<file path="src/rtl/memtoreg_pkg.sv">
// Shared types and source-index names for the write-back source selector.
package memtoreg_pkg;

    typedef enum logic [0:0] {
        IDLE     = 1'b0,
        WAIT_MEM = 1'b1
    } memtoreg_state_t;

    localparam int SRC_REGB   = 0;
    localparam int SRC_LOAD   = 1;
    localparam int SRC_SHIFT  = 2;
    localparam int SRC_PC     = 3;
    localparam int SRC_LUI    = 4;
    localparam int SRC_ALUOUT = 5;
    localparam int SRC_MDR    = 6;
    localparam int SRC_CONST  = 7;

    localparam int CONST_VAL_DEF = 227;

endpackage

</file>
<file path="src/rtl/memtoreg_mux_n.sv">
// Combinational NSRC-way selector; out-of-range index yields zero.
// MEMTOREG_CONST_EN replaces the last source with the constant CONST_VAL.
module memtoreg_mux_n #(
    parameter int WIDTH     = 32,
    parameter int NSRC      = 8,
    parameter int CONST_VAL = memtoreg_pkg::CONST_VAL_DEF
) (
    input  logic [$clog2(NSRC)-1:0] sel,
    input  logic [NSRC*WIDTH-1:0]   entradas,
    output logic [WIDTH-1:0]        y
);
    localparam int SEL_W = $clog2(NSRC);

    always_comb begin
        y = '0;
        for (int i = 0; i < NSRC; i++) begin
            if (sel == SEL_W'(i)) y = entradas[i*WIDTH +: WIDTH];
        end
`ifdef MEMTOREG_CONST_EN
        if (sel == SEL_W'(NSRC-1)) y = WIDTH'(CONST_VAL);
`else
`endif
    end

endmodule

</file>
<file path="src/rtl/memtoreg_wb_unit.sv">
// Registered write-back source selector with memory-latency wait.
// Optional feature macro: MEMTOREG_CONST_EN (constant channel on index NSRC-1).
//   state    | meaning
//   IDLE     | accepting start; non-memory sources captured at once
//   WAIT_MEM | counting down MEM_LAT before sampling source MEM_SRC
module memtoreg_wb_unit
    import memtoreg_pkg::*;
#(
    parameter int WIDTH     = 32,
    parameter int NSRC      = 8,
    parameter int MEM_SRC   = SRC_LOAD,
    parameter int MEM_LAT   = 1,
    parameter int CONST_VAL = CONST_VAL_DEF
) (
    input  logic                    clk,
    input  logic                    reset,
    input  logic                    start,
    input  logic [$clog2(NSRC)-1:0] sel,
    input  logic [NSRC*WIDTH-1:0]   entradas,
    output logic [WIDTH-1:0]        wb_data,
    output logic                    wb_valid,
    output logic [$clog2(NSRC)-1:0] wb_sel,
    output logic                    busy,
    output logic                    start_err
);
    localparam int SEL_W = $clog2(NSRC);
    localparam int CNT_W = 4;
    localparam logic [SEL_W-1:0] MEM_SEL = SEL_W'(MEM_SRC);

    memtoreg_state_t    state, state_n;
    logic [CNT_W-1:0]   cnt, cnt_n;
    logic [WIDTH-1:0]   data_n, mux_y;
    logic [SEL_W-1:0]   wsel_n, mux_sel;
    logic               valid_n, err_n;

    // While waiting, the mux is steered at the memory source so it is ready at terminal count.
    assign mux_sel = (state == WAIT_MEM) ? MEM_SEL : sel;

    memtoreg_mux_n #(
        .WIDTH     (WIDTH),
        .NSRC      (NSRC),
        .CONST_VAL (CONST_VAL)
    ) u_mux (
        .sel      (mux_sel),
        .entradas (entradas),
        .y        (mux_y)
    );

    always_comb begin
        state_n = state;
        cnt_n   = cnt;
        data_n  = wb_data;
        wsel_n  = wb_sel;
        valid_n = 1'b0;
        err_n   = 1'b0;
        case (state)
            IDLE: begin
                if (start) begin
                    wsel_n = sel;
                    if (sel == MEM_SEL && MEM_LAT > 0) begin
                        state_n = WAIT_MEM;
                        cnt_n   = CNT_W'(MEM_LAT);
                    end else begin
                        data_n  = mux_y;
                        valid_n = 1'b1;
                    end
                end
            end
            WAIT_MEM: begin
                err_n = start;
                cnt_n = cnt - CNT_W'(1);
                if (cnt == CNT_W'(1)) begin
                    data_n  = mux_y;
                    valid_n = 1'b1;
                    state_n = IDLE;
                end
            end
            default: begin
                state_n = IDLE;
                cnt_n   = '0;
            end
        endcase
    end

    always_ff @(posedge clk) begin
        if (reset) begin
            state     <= IDLE;
            cnt       <= '0;
            wb_data   <= '0;
            wb_valid  <= 1'b0;
            wb_sel    <= '0;
            busy      <= 1'b0;
            start_err <= 1'b0;
        end else begin
            state     <= state_n;
            cnt       <= cnt_n;
            wb_data   <= data_n;
            wb_valid  <= valid_n;
            wb_sel    <= wsel_n;
            busy      <= (state_n == WAIT_MEM);
            start_err <= err_n;
        end
    end

endmodule

</file>
<file path="config.mk">
export PLATFORM = sky130hd
export DESIGN_NAME = memtoreg_wb_unit
export DESIGN_NICKNAME = d
export VERILOG_FILES = /design/src/rtl/memtoreg_pkg.sv /design/src/rtl/memtoreg_mux_n.sv /design/src/rtl/memtoreg_wb_unit.sv
export SDC_FILE = /design/constraint.sdc
export NUM_CORES = 1
export LEC_CHECK = 0
export CAP_MARGIN = 25
export CELL_PAD_IN_SITES_DETAIL_PLACEMENT = 2
export CELL_PAD_IN_SITES_GLOBAL_PLACEMENT = 2
export CORE_ASPECT_RATIO = 1.75
export CORE_UTILIZATION = 18
export CTS_BUF_LIST = sky130_fd_sc_hd__clkbuf_16
export CTS_CLUSTER_DIAMETER = 200
export CTS_CLUSTER_SIZE = 20
export DETAILED_ROUTE_END_ITERATION = 10
export PLACE_DENSITY_LB_ADDON = 0.1
export SYNTH_ARGS = -nofsm -noshare
export SYNTH_HDL_FRONTEND = slang
export SYNTH_SLANG_ARGS = --single-unit
</file>
<file path="constraint.sdc">
create_clock -name clk -period 2.6 [get_ports clk]
set_input_delay 0.26 -clock clk [delete_from_list [all_inputs] [get_ports clk]]
set_output_delay 0.26 -clock clk [all_outputs]
set_load 0.1 [all_outputs]
</file>
==> out/qor.yml <==
worst_setup_path:
  rrSetupSlack_ps: 570
  worst-setup-path-type: "reg2reg"
  r2r_cells: 6
  required_ps: 2770
  cp-start-kind: "flip-flop"
  rr_startpoint: "state"
  worstPathArrival_ps: 2200
  r2r_end: "wb_data[25]"
  crit_fanout: 34
  critPathCaptureType: "flip-flop"
final_layout:
  final-instance-count-excl-fill: 1154
  final_cell_area_mm2: 0.00738
  nets: 1112
  final_common_cell: "clkdlybuf4s50_1"
  drive_above_1_share_pct: 10.0
  synthToLayoutAreaGrowth_pct: 83.1
  layout_common_cells: "258 x clkdlybuf4s50_1, 96 x o21ai_0, 74 x nor2_1"
routing:
  wl_per_cell_um: 23.3
  vias: 5840
  drt_iter0_drc: 155
  drtAntennaViolNets: 0
  dr.pass1.iters: 4
  drc_errors: 0
  routed_via_density: 5.06
  routed_wl_mm: 26.9
clock_tree:
  cts_setup_buffers: 0
  cts_tree: "yes"
  clock_path_buffers: 2
  numCtsBuffers: 5
  cts-root-buf: "clkbuf_16"
  clock_insertion_delay_worst_skew_ps: 290
  postCtsResizedCells: 0
  cts_sinks: 42
  clkTransAtPathRegs_ps: 70
  htreeDepth: 2
  ctsHoldBuffers: 0
sta:
  tightest_slew_ps: 596
  final-setup-viol-count: 0
  fin_worst_skew_ps: 7.86
  setup_tns_ps: 0
  hold_viol: 0
  fmax_ghz: 0.493
  drv_slew: 0
  rsz0062_at_grt: "false"
  relSlewSlack_pct: 60.2
  min_period_ps: 2030
  setup_ws_ps: 570
  timing.final.crit_share_pct: 78.1
logic_synthesis:
  ys_ff_latch: 42
  yosys_warnings: 0
  ys_async_sr_fraction_pct: 0
  synth_edf_count: 0
  syn_nets: 840
  synth.avg_cell_area_um2: 7.00
  syn_area_mm2: 0.00403
  synth_cell_type_count: 38
  ys.flop_type: "dfxtp_1"
  synthCells: 576
  ys_seq_area_share_pct: 20.9
placed_design:
  post-place-ws_ps: 261
  dp_hpwl_mm: 21.2
  gp_congestion: 0.847
  place_inst: 1137
  port_buffers: 299
  placed_cell_area_mm2: 0.00719
global_routing:
  grt_pass1_wl_mm: 38.5
  grt-ovfl-total: 0
  grt_max_degree: 36
  antenna_found_initial: 9
  grt_usage_pct: 23.0
  grt_pass1_vias: 6627
min_path:
  hold_path_startpoint: "wb_data[7]"
  hold_depth: 2
  min_path_type: "reg2reg"
  min_to: "wb_data[7]"
die:
  num_rows: 72
  die_h_um: 200
  io_pins: 300
  start_util_pct: 18.3
  die_w_um: 115
  die_area_mm2: 0.0230
  core-area_mm2: 0.0221
power:
  vdd_ir_drop_max_v: 0.000199
  power.leakage_nw: 2.74
  power.density_mw_per_mm2: 389
  power_w: 0.00287
status:
  status: "finished clean"
flow_run:
  cap_violations: 0
## cells by family after synthesis
family          synth area share (%)
compound gates                  42.9
buf+inv                         8.81
fa+ha+maj                      0.621
simple gates                    18.9
mux                             7.95
flops                           20.9
## cell type report
class	instances	area, µm²
timing repair buffer	326	3100
clock buffer	5	125
sequential	42	842
inverter	4	15.0
clock inverter	3	40.0
antenna	9	22.5
fill	2582	14700
multi-input combinational	469	2860
tap	296	370
## registers in the layout, summed over array words and instances (netlist names)
| signal | flops |
|---|---|
| wb_data | 32 |
| wb_sel | 3 |
| cnt | 4 |
| state | 1 |
| wb_valid | 1 |
| start_err | 1 |
## cell usage after synthesis, drive strengths merged (5+ instances only)
master,count,area share [%]
a22oi,29,5.4
dfxtp,42,21
o21a,29,5.4
nor2b,10,1.7
nor2,74,6.9
clkbuf,21,2.0
o21ai,125,16
nand2,62,5.8
a221oi,32,7.0
o221ai,29,6.3
nor3,5,0.62
nand2b,6,1.1
a21oi,12,1.6
buf,40,6.5
mux2i,32,7.9
## worst max-delay path, stage by stage (launching register included)
cell and delay, ps:
dfxtp_2 330, buf_4 270, nor2b_4 550, nand3_1 180, buf_4 240, o21ai_0 220, o21ai_1 100
## stage by stage
step	hold slack (ps)	util, %
2_1_floorplan	382	-
3_3_place_gp	436	32.6
3_5_place_dp	446	32.6
4_1_cts	455	33.3
5_1_grt	476	33.4
6_report	450	33.4
## power breakdown
part | switching (W) | internal (W)
registers | 0.0000304 | 0.000692
clock network | 0.000288 | 0.000451
logic | 0.000788 | 0.000619
total | 0.00111 | 0.00176
## metal layers
layer / part of all wire [%] / track usage [%] / vias up
met2: 58 / 47.3 / 221
met1: 33 / 21.4 / 2853
met5: 0.045 / 0 / -
li1: - / - / 2708
met4: 4.3 / 11.0 / 2
met3: 4.5 / 3.29 / 56
## worst max path at each step
stage           from          end  slack (ps)  cells past startpoint
3_3_place_gp   start   wb_data[6]         390                      7
3_5_place_dp   start  wb_data[25]         260                      7
6_report       state  wb_data[25]         570                      6
2_1_floorplan  state       cnt[2]         430                      6
5_1_grt        state  wb_data[25]         390                      6
4_1_cts        start  wb_data[30]         540                      7
(Power assumes the default switching activity.)
